--- src/rtl/simple_decoder_pkg.sv ---
// Shared types and constants for the simple_decoder receive-side block.
package simple_decoder_pkg;

  typedef enum logic [1:0] {
    ST_IDLE = 2'd0,
    ST_HIGH = 2'd1,
    ST_ERR  = 2'd2
  } state_t;

  localparam int unsigned SYNC_MIN = 1;
  localparam int unsigned SYNC_MAX = 8;
  localparam int unsigned FILL_W   = $clog2(SYNC_MAX + 1);

endpackage

--- src/rtl/simple_decoder_if.sv ---
// Encoder-line input and decoded results of simple_decoder.
interface simple_decoder_if #(
  parameter int unsigned CNT_W = 8
);

  logic             inp;
  logic             and_out;
  logic             and_valid;
  logic             err;
  logic [CNT_W-1:0] pulse_cnt;

  modport master (
    output inp,
    input  and_out, and_valid, err, pulse_cnt
  );

  modport slave (
    input  inp,
    output and_out, and_valid, err, pulse_cnt
  );

endinterface

--- src/rtl/simple_sync_pipe.sv ---
// STAGES-deep 1-bit shift register with synchronous active-high reset.
module simple_sync_pipe #(
  parameter int unsigned STAGES = 2
) (
  input  logic clk,
  input  logic rst,
  input  logic d,
  output logic q
);

  logic [STAGES-1:0] sr;

  always_ff @(posedge clk) begin
    if (rst) begin
      sr <= '0;
    end else begin
      sr[0] <= d;
      for (int i = 1; i < int'(STAGES); i++) begin
        sr[i] <= sr[i-1];
      end
    end
  end

  assign q = sr[STAGES-1];

endmodule

--- src/rtl/simple_decoder.sv ---
// Decodes the simple encoder's out line; flags back-to-back 1s as errors.
// Optional saturating pulse counter compiled in with SIMPLE_DECODER_CNT_EN.
module simple_decoder
  import simple_decoder_pkg::*;
#(
  parameter int unsigned SYNC_STAGES = 2,
  parameter int unsigned CNT_W       = 8
) (
  input  logic           tau2015_clk,
  input  logic           rst,
  simple_decoder_if.slave bus
);

  logic              s;
  logic [FILL_W-1:0] fill_q, fill_d;
  logic              fill_active;
  state_t            state_q, state_d;
  logic              and_out_q, and_out_d;
  logic              and_valid_q, and_valid_d;
  logic              err_q, err_d;

  simple_sync_pipe #(.STAGES(SYNC_STAGES)) u_pipe (
    .clk (tau2015_clk),
    .rst (rst),
    .d   (bus.inp),
    .q   (s)
  );

  assign fill_active = (fill_q != '0);

  // Next state and next registered outputs; fill masks the reset zeros in the pipe.
  always_comb begin
    state_d     = state_q;
    fill_d      = fill_q;
    and_out_d   = 1'b0;
    and_valid_d = 1'b0;
    err_d       = 1'b0;
    if (fill_active) begin
      fill_d  = fill_q - FILL_W'(1);
      state_d = ST_IDLE;
    end else begin
      case (state_q)
        ST_IDLE: begin
          and_valid_d = 1'b1;
          if (s) begin
            and_out_d = 1'b1;
            state_d   = ST_HIGH;
          end
        end
        ST_HIGH: begin
          if (s) begin
            err_d   = 1'b1;
            state_d = ST_ERR;
          end else begin
            state_d = ST_IDLE;
          end
        end
        ST_ERR: begin
          err_d = 1'b1;
        end
        default: begin
          state_d = ST_IDLE;
        end
      endcase
    end
  end

  always_ff @(posedge tau2015_clk) begin
    if (rst) begin
      state_q     <= ST_IDLE;
      fill_q      <= FILL_W'(SYNC_STAGES);
      and_out_q   <= 1'b0;
      and_valid_q <= 1'b0;
      err_q       <= 1'b0;
    end else begin
      state_q     <= state_d;
      fill_q      <= fill_d;
      and_out_q   <= and_out_d;
      and_valid_q <= and_valid_d;
      err_q       <= err_d;
    end
  end

  assign bus.and_out   = and_out_q;
  assign bus.and_valid = and_valid_q;
  assign bus.err       = err_q;

`ifdef SIMPLE_DECODER_CNT_EN
  logic             cnt_inc_c;
  logic [CNT_W-1:0] cnt_q;

  assign cnt_inc_c = !fill_active && (state_q == ST_IDLE) && s;

  // Saturating count of decoded 1s; frozen outside the IDLE/s=1 decision.
  always_ff @(posedge tau2015_clk) begin
    if (rst) begin
      cnt_q <= '0;
    end else if (cnt_inc_c && (cnt_q != '1)) begin
      cnt_q <= cnt_q + CNT_W'(1);
    end
  end

  assign bus.pulse_cnt = cnt_q;
`else
  assign bus.pulse_cnt = CNT_W'(0);
`endif

endmodule

--- src/flat_wrapper.sv ---
// flat-port wrapper written by rule: the top's interface ports become plain ports
module simple_decoder_flat import simple_decoder_pkg::*;
#(
  parameter int unsigned SYNC_STAGES = 2,
  parameter int unsigned CNT_W       = 8
)
  (tau2015_clk, rst, bus_inp, bus_and_out, bus_and_valid, bus_err, bus_pulse_cnt);
  simple_decoder_if #(.CNT_W(CNT_W)) bus_i ();
  input  logic tau2015_clk;
  input  logic rst;
  input wire logic [$bits(bus_i.inp)-1:0] bus_inp;
  output wire logic [$bits(bus_i.and_out)-1:0] bus_and_out;
  output wire logic [$bits(bus_i.and_valid)-1:0] bus_and_valid;
  output wire logic [$bits(bus_i.err)-1:0] bus_err;
  output wire logic [$bits(bus_i.pulse_cnt)-1:0] bus_pulse_cnt;
  assign bus_i.inp = bus_inp;
  assign bus_and_out = bus_i.and_out;
  assign bus_and_valid = bus_i.and_valid;
  assign bus_err = bus_i.err;
  assign bus_pulse_cnt = bus_i.pulse_cnt;
  simple_decoder #(.SYNC_STAGES(SYNC_STAGES), .CNT_W(CNT_W)) u_core (.tau2015_clk(tau2015_clk), .rst(rst), .bus(bus_i));
endmodule
--- config.mk ---
export PLATFORM = sky130hd
export DESIGN_NAME = simple_decoder_flat
export DESIGN_NICKNAME = d
export VERILOG_FILES = /design/src/rtl/simple_decoder_pkg.sv /design/src/rtl/simple_decoder_if.sv /design/src/rtl/simple_sync_pipe.sv /design/src/rtl/simple_decoder.sv /design/src/flat_wrapper.sv
export SDC_FILE = /design/constraint.sdc
export NUM_CORES = 1
export LEC_CHECK = 0
export BUFFER_PORTS_ARGS = -buffer_cell sky130_fd_sc_hd__buf_2
export CAP_MARGIN = 20
export CORE_MARGIN = 1
export CORE_UTILIZATION = 31
export DETAILED_ROUTE_END_ITERATION = 12
export GPL_TIMING_DRIVEN = 0
export SKIP_LAST_GASP = 1
export SLEW_MARGIN = 20
export SYNTH_ARGS = -nofsm -noshare
export SYNTH_HDL_FRONTEND = slang
export SYNTH_HIERARCHICAL = 1
export SYNTH_SLANG_ARGS = --single-unit
--- constraint.sdc ---
create_clock -name tau2015_clk -period 1.24 [get_ports tau2015_clk]
set_input_delay 0.31 -clock tau2015_clk [delete_from_list [all_inputs] [get_ports tau2015_clk]]
set_output_delay 0.31 -clock tau2015_clk [all_outputs]
set_load 0.02 [all_outputs]
==> impl_metrics.toml, run 1 <==
[worst_setup_path]
worstPathRequired_ps = 1440
timing.critical_path.to_type = "register"
worst-path-max-fanout = 3
cp_cell_sequence = "inv_4 -> ha_4 -> nor2b_4 -> or3b_1 -> a21oi_2"
critPathKind = "register to register"
max_stage_delay_on_crit_path_ps = 380
critPathBufInv = 1
crit_path_start_kind = "register"
critical_path.top_delay_family = "simple AND/OR/NAND/NOR gates"
worst-endpoint-arrival_ps = 1420
crit_slowest_cell = "or3b_1"

[clock_network]
tritoncts = "done"
postCtsHoldBufs = 0
htree_num_levels = 1
clk_transition_reported_paths_ps = 60
cts_sinks = 11
cts_inserted_buffers = 3
insertion_delay_ps = 260
clock_path_buffers = 2
cts_root_buf = "clkbuf_4"

[global_routing]
via_count_of_the_first_global_routing_pass = 301
grt_first_pass_wirelength_mm = 1.18
grt_util_all_layers_pct = 8.51
grt.overflow.total = 0
largest_net_degree_at_the_start_of_global_routing = 8
antenna_found_initial = 0

[placed_design]
port_buffers = 5
detailedPlacementHpwl_um = 562
post-place-ws_ps = -59.6
routabilityCongestion = 0.842

[power_and_ir_drop]
power_density_nw_per_um2 = 1570
p_leak_uw = 0.000350
fin_total_pwr_uw = 1180
peakVddDrop_v = 0.000953

[sta]
setup_violations = 0
slew_violations = 0
worst_slack_ps = 11.9
final.setup.tns_ps = 0
rsz0062_at_grt = "yes"
finalHoldViolations = 0
achievable-frequency_mhz = 814
timing.final.crit_share_pct = 99.0
fin_worst_skew_ps = 0.557
final_period_minus_worst_setup_slack_ps = 1230

[floorplanning]
width_of_the_chip_um = 44.6
boundaryPins = 14
start_util_pct = 33.0
die_area_um2 = 1990
std_cell_rows = 15
floorplan.die.height_um = 44.6
coreArea_um2 = 1710

[yosys]
post_synth_most_frequent_cells = "11 x dfxtp_1, 8 x buf_4, 6 x ha_1, 6 x inv_1"
syn_avg_cell_area_um2 = 9.54
synth_enable_flop_cells = 0
yosys_register_bits = 11
mapped_cells = 59
synth_top_flop_cell = "dfxtp_1"
yosysTopAreaCell = "dfxtp_1"
synth_sequential_area_ratio_pct = 39.1
synth.top_cell.area_share_pct = 39.1
synth.distinct_cells = 20
synth_async_sr_flop_share_pct = 0
syn-cell-area_um2 = 563
synth_top_cells_by_area = "dfxtp_1 39%, ha_1 13%, buf_4 11%"
ys.warnings.count = 6
most_common_cell_in_the_netlist = "dfxtp_1"

[routing]
first_iter_violations = 1
num_vias = 389
post_drt_wl_per_cell_um = 7.65
drt-total-wl_um = 803
drt-vias-per-instance = 3.70
antenna_left = 0
number_of_remaining_drc_errors = 0
detail_route.first_pass.iterations = 4

[final_layout]
drive_above_1_share_pct = 42.5
layout.nets = 90
filler_cell_count = 168
antenna-diode-count = 0
syn_to_final_growth_pct = 33.6

[flow_run]
max_cap_violations = 0

[outcome]
status = "finished, final reports clean"

[min_path]
hold_class = "primary input to register"
[final cells by class]
class | instances | area, µm² | area share [%]
Buffer | 8 | 60.1 | 7.99
Sequential cell | 11 | 224 | 29.8
Timing Repair Buffer | 10 | 62.6 | 8.32
Tap cell | 25 | 31.3 | 4.16
Multi-Input combinational cell | 41 | 323 | 42.9
Inverter | 6 | 25.0 | 3.33
Clock buffer | 4 | 26.3 | 3.49
[worst register-to-register path: stages, from the launching register on]
cell and delay, ps:
dfxtp_2 350, inv_4 50, ha_4 150, nor2b_4 120, or3b_1 380, a21oi_2 110
[worst paths after layout]
kind | startpoint | slack, ps | to | cells past startpoint
worst min-delay path | bus_inp | 250 | u_core/u_pipe/sr[0]$_SDFF_PP0_ | 2
worst max-delay path | u_core/state_q[0]$_SDFFE_PP0P_ | 10 | u_core/state_q[0]$_SDFFE_PP0P_ | 5
worst min register to register | u_core/u_pipe/sr[0]$_SDFF_PP0_ | 440 | u_core/u_pipe/sr[1]$_SDFF_PP0_ | 1
worst max register to register | u_core/state_q[0]$_SDFFE_PP0P_ | 10 | u_core/state_q[0]$_SDFFE_PP0P_ | 5
[per-layer routing]
metal	GRT usage (%)	up-vias	wire, µm
met5	0	-	0
met4	3.64	0	0
met3	6.12	0	62
met2	12.1	14	355
met1	9.70	159	384
li1	-	216	-
[logic make-up after synthesis]
logic type | synth area share (%)
AO/OA/AOI/OAI | 5.33
multiplexers | 3.56
adder cells (fa/ha/maj) | 13.3
XOR/XNOR | 1.56
flip-flops | 39.1
buffers and inverters | 14.7
AND/OR/NAND/NOR | 21.8
other | 0.666
[repair_timing]
item	4_1_cts	5_1_grt
gates resized for setup	9	6
pin swaps	2	3
setup endpoints to repair	5	5
buffers inserted	2	3
[power breakdown]
group	internal, µW	switching [µW]	leakage, µW
Combinational	254	214	0.000244
Sequential	425	58.1	0.0000909
Clock	124	108	0.0000150
[metrics by stage]
stage / std cells / utilization, % / area (µm²) / hold WS, ps
global route: 105 / 44.0 / 752 / 250
detailed placement: 96 / 37.8 / 646 / 437
CTS: 102 / 41.4 / 707 / 244
global placement: 96 / 37.8 / 646 / 421
floorplan: 66 / - / 589 / 379
finish: 105 / 44.0 / 752 / 253
[sequential cells by signal, summed over array words and instances, names as in the netlist]
name,flops
u_core/bus.and_out,1
u_core/bus.and_valid,1
u_core/bus.err,1
u_core/fill_q,4
u_core/state_q,2
u_core/u_pipe/sr,2
[cell usage in the layout (no fill, tap or decap)]
cell type  synthesis  final
a21oi_1            4      3
a21oi_2            0      1
buf_2              0      5
buf_4              8     13
clkbuf_1           0      1
clkbuf_4           0      3
conb_1             1      8
dfxtp_1           11      8
dfxtp_2            0      3
ha_1               6      4
ha_4               0      2
inv_1              6      2
inv_2              0      3
inv_4              0      1
mux2i_1            2      2
nand2b_1           1      1
nand2b_2           1      1
nand3b_1           2      2
nor2_1             4      4
nor2b_1            3      2
nor2b_4            0      1
nor3_1             2      2
nor3b_1            1      1
nor3b_4            1      1
o21ai_0            2      2
or2_1              1      1
or2b_1             1      1
or3b_1             1      1
xnor2_1            1      1
(Power assumes the default switching activity.)
==> run 2: changes to the inputs <==
--- a/config.mk
+++ b/config.mk
@@ -8,7 +8,7 @@
 export BUFFER_PORTS_ARGS = -buffer_cell sky130_fd_sc_hd__buf_2
 export CAP_MARGIN = 20
 export CORE_MARGIN = 1
-export CORE_UTILIZATION = 31
+export CORE_UTILIZATION = 30
 export DETAILED_ROUTE_END_ITERATION = 12
 export GPL_TIMING_DRIVEN = 0
 export SKIP_LAST_GASP = 1
==> run 2 against run 1 <==
  * Clock skew increased by 7.3 ps
  * Clock power is 10% higher
  * Hold slack worse by 5.4 ps
  * Cell count up 4.8%
  * Fmax down 0.37%
  * Sequential power up 2%
  * Combinational power increased by 22%
  * Non-clock buffer count grew 5
  * Register-to-register slack about the same
  * Largest cell class unchanged
  * Highest routed layer is now met4
==> impl_metrics.toml, run 2 (synthesis gave the netlist of run 1 again) <==
[outcome]
status = "finished, final reports clean"

[power_and_ir_drop]
power_density_nw_per_um2 = 1650
clkPwrFrac_pct = 19.4
sw_frac_of_total_pct = 33.6
switching_power_uw = 443
power_report.internal_total_uw = 876
combinationalPowerShare_pct = 43.3
peakVddDrop_v = 0.000945
p_leak_uw = 0.000371
sequentialPowerShare_pct = 37.3

[global_routing]
antenna_found_initial = 0
via_count_of_the_first_global_routing_pass = 367
grt_util_all_layers_pct = 10.7
largest_net_degree_at_the_start_of_global_routing = 8
grt.overflow.total = 0
grt_first_pass_wirelength_mm = 1.51

[routing]
detail_route.first_pass.iterations = 4
post_drt_wl_per_cell_um = 9.82
drt-vias-per-instance = 3.97
first_iter_violations = 9
num_vias = 437
drt-total-wl_mm = 1.08
number_of_remaining_drc_errors = 0
antenna_left = 0

[final_layout]
filler_cell_count = 175
largestRegisters = "u_core/fill_q (4), u_core/state_q (2), u_core/u_pipe/sr (2)"
layout.nets = 95
mostFrequentLayoutCell = "buf_4"
largest_register_ff_count = 4
multi_input_comb_area_um2 = 327
antenna-diode-count = 0
register_area_um2 = 225
most-common-layout-cells = "18 x buf_4, 8 x conb_1, 7 x dfxtp_1"
drive_above_1_share_pct = 48.2
register_with_the_most_flip_flops = "u_core/fill_q"
syn_to_final_growth_pct = 41.6
postLayoutCellArea_um2 = 797

[worst_setup_path]
timing.reg2reg.worst_path_depth = 6
regToRegEndpoint = "u_core/fill_q[0]$_SDFFE_PP0P_"
crit_path_start_kind = "register"
critPathKind = "register to register"
worstPathRequired_ps = 1400
timing.critical_path.to_type = "register"
crit_slowest_cell = "dfxtp_2"
worst-endpoint-arrival_ps = 1400
cp_cell_sequence = "inv_2 -> ha_4 -> nor3b_4 -> buf_4 -> xnor2_1 -> nor2_1"
max_stage_delay_on_crit_path_ps = 320
worst-path-max-fanout = 3
crit-reg2reg-launch = "u_core/fill_q[0]$_SDFFE_PP0P_"
reg2reg_setup_slack_ps = 7

[sta]
slew_violations = 0
timing.final.crit_share_pct = 99.4
rsz0062_at_grt = "yes"
hold_slack_ps = 248
achievable-frequency_mhz = 811
finalHoldViolations = 0
worst_slack_ps = 7.34
final.setup.tns_ps = 0
fin_worst_skew_ps = 7.82
setup_violations = 0
final_period_minus_worst_setup_slack_ps = 1230

[clock_network]
cts_root_buf = "clkbuf_4"
insertion_delay_ps = 280
clock_path_buffers = 2
cts_sinks = 11
cts_inserted_buffers = 3
tritoncts = "done"
clk_transition_reported_paths_ps = 70
htree_num_levels = 1
postCtsHoldBufs = 0

[placed_design]
instance_area_at_placement_um2 = 646
detailedPlacementHpwl_um = 557
port_buffers = 5
routabilityCongestion = 0.785
post-place-ws_ps = -78.1

[floorplanning]
std_cell_rows = 15
boundaryPins = 14
width_of_the_chip_um = 45.3
die_area_um2 = 2050
coreArea_um2 = 1750
floorplan.die.height_um = 45.3
start_util_pct = 32.3

[min_path]
holdCritStartpoint = "bus_inp"
whs_endpoint = "u_core/u_pipe/sr[0]$_SDFF_PP0_"
min_delay_path_depth = 2
hold_class = "primary input to register"

[flow_run]
max_cap_violations = 0
## run 2: final cells by class
class,instances,area share (%)
sequential,11,28.3
tap,25,3.92
timing repair buffer,15,12.6
multi-input combinational,41,41.0
buffer,8,7.54
inverter,6,3.45
clock buffer,4,3.30
## run 2: how the worst max path moves through the flow
stage	start	endpoint	slack [ps]	cells past startpoint
2_1_floorplan	u_core/state_q[0]$_SDFFE_PP0P_	u_core/state_q[0]$_SDFFE_PP0P_	10	5
4_1_cts	u_core/state_q[1]$_SDFFE_PP0P_	u_core/state_q[0]$_SDFFE_PP0P_	3	4
3_3_place_gp	u_core/fill_q[0]$_SDFFE_PP0P_	u_core/bus.err$_SDFF_PP0_	-70	5
5_1_grt	u_core/fill_q[0]$_SDFFE_PP0P_	u_core/fill_q[1]$_SDFFE_PP1P_	-50	5
6_report	u_core/fill_q[0]$_SDFFE_PP0P_	u_core/fill_q[0]$_SDFFE_PP0P_	7	6
3_5_place_dp	u_core/fill_q[0]$_SDFFE_PP0P_	u_core/bus.err$_SDFF_PP0_	-80	5
## run 2: critical path, delay by kind of cell, from the launching register on
family	cells	cell delay, ps
flip-flops	1	320
AND/OR/NAND/NOR	2	310
buffers and inverters	2	250
adder cells (fa/ha/maj)	1	140
XOR/XNOR	1	100
## run 2: power by group through the flow
stage | Sequential [µW] | Clock [µW] | Combinational, µW
final | 493 | 256 | 571
after global routing | 502 | 278 | 627
after CTS | 478 | 265 | 411
after detailed placement | 480 | 0 | 358
after global placement | 480 | 0 | 351
after floorplan | 483 | 0 | 298
## run 2: stage by stage
stage                     utilization [%]  cells  total power [µW]
after floorplan                         -     66               781
after global placement               37.0     96               832
after detailed placement             37.0     96               838
after CTS                            41.4    104              1150
after global routing                 45.7    110              1410
final                                45.7    110              1320
## run 2: metal layers
layer  track usage (%)  vias up  wire (µm)
met5                 0        -          0
met4              7.27        0         20
met3              3.60        2         66
met2              16.2       21        528
met1              12.7      188        464
li1                  -      226          -
## run 2: what timing repair did
| action | in CTS | in global routing |
|---|---|---|
| setup endpoints to repair | 4 | 6 |
| setup buffers | 4 | 6 |
| gates resized for setup | 11 | 7 |
| pin swaps | 2 | 3 |
| gates cloned | 0 | 0 |
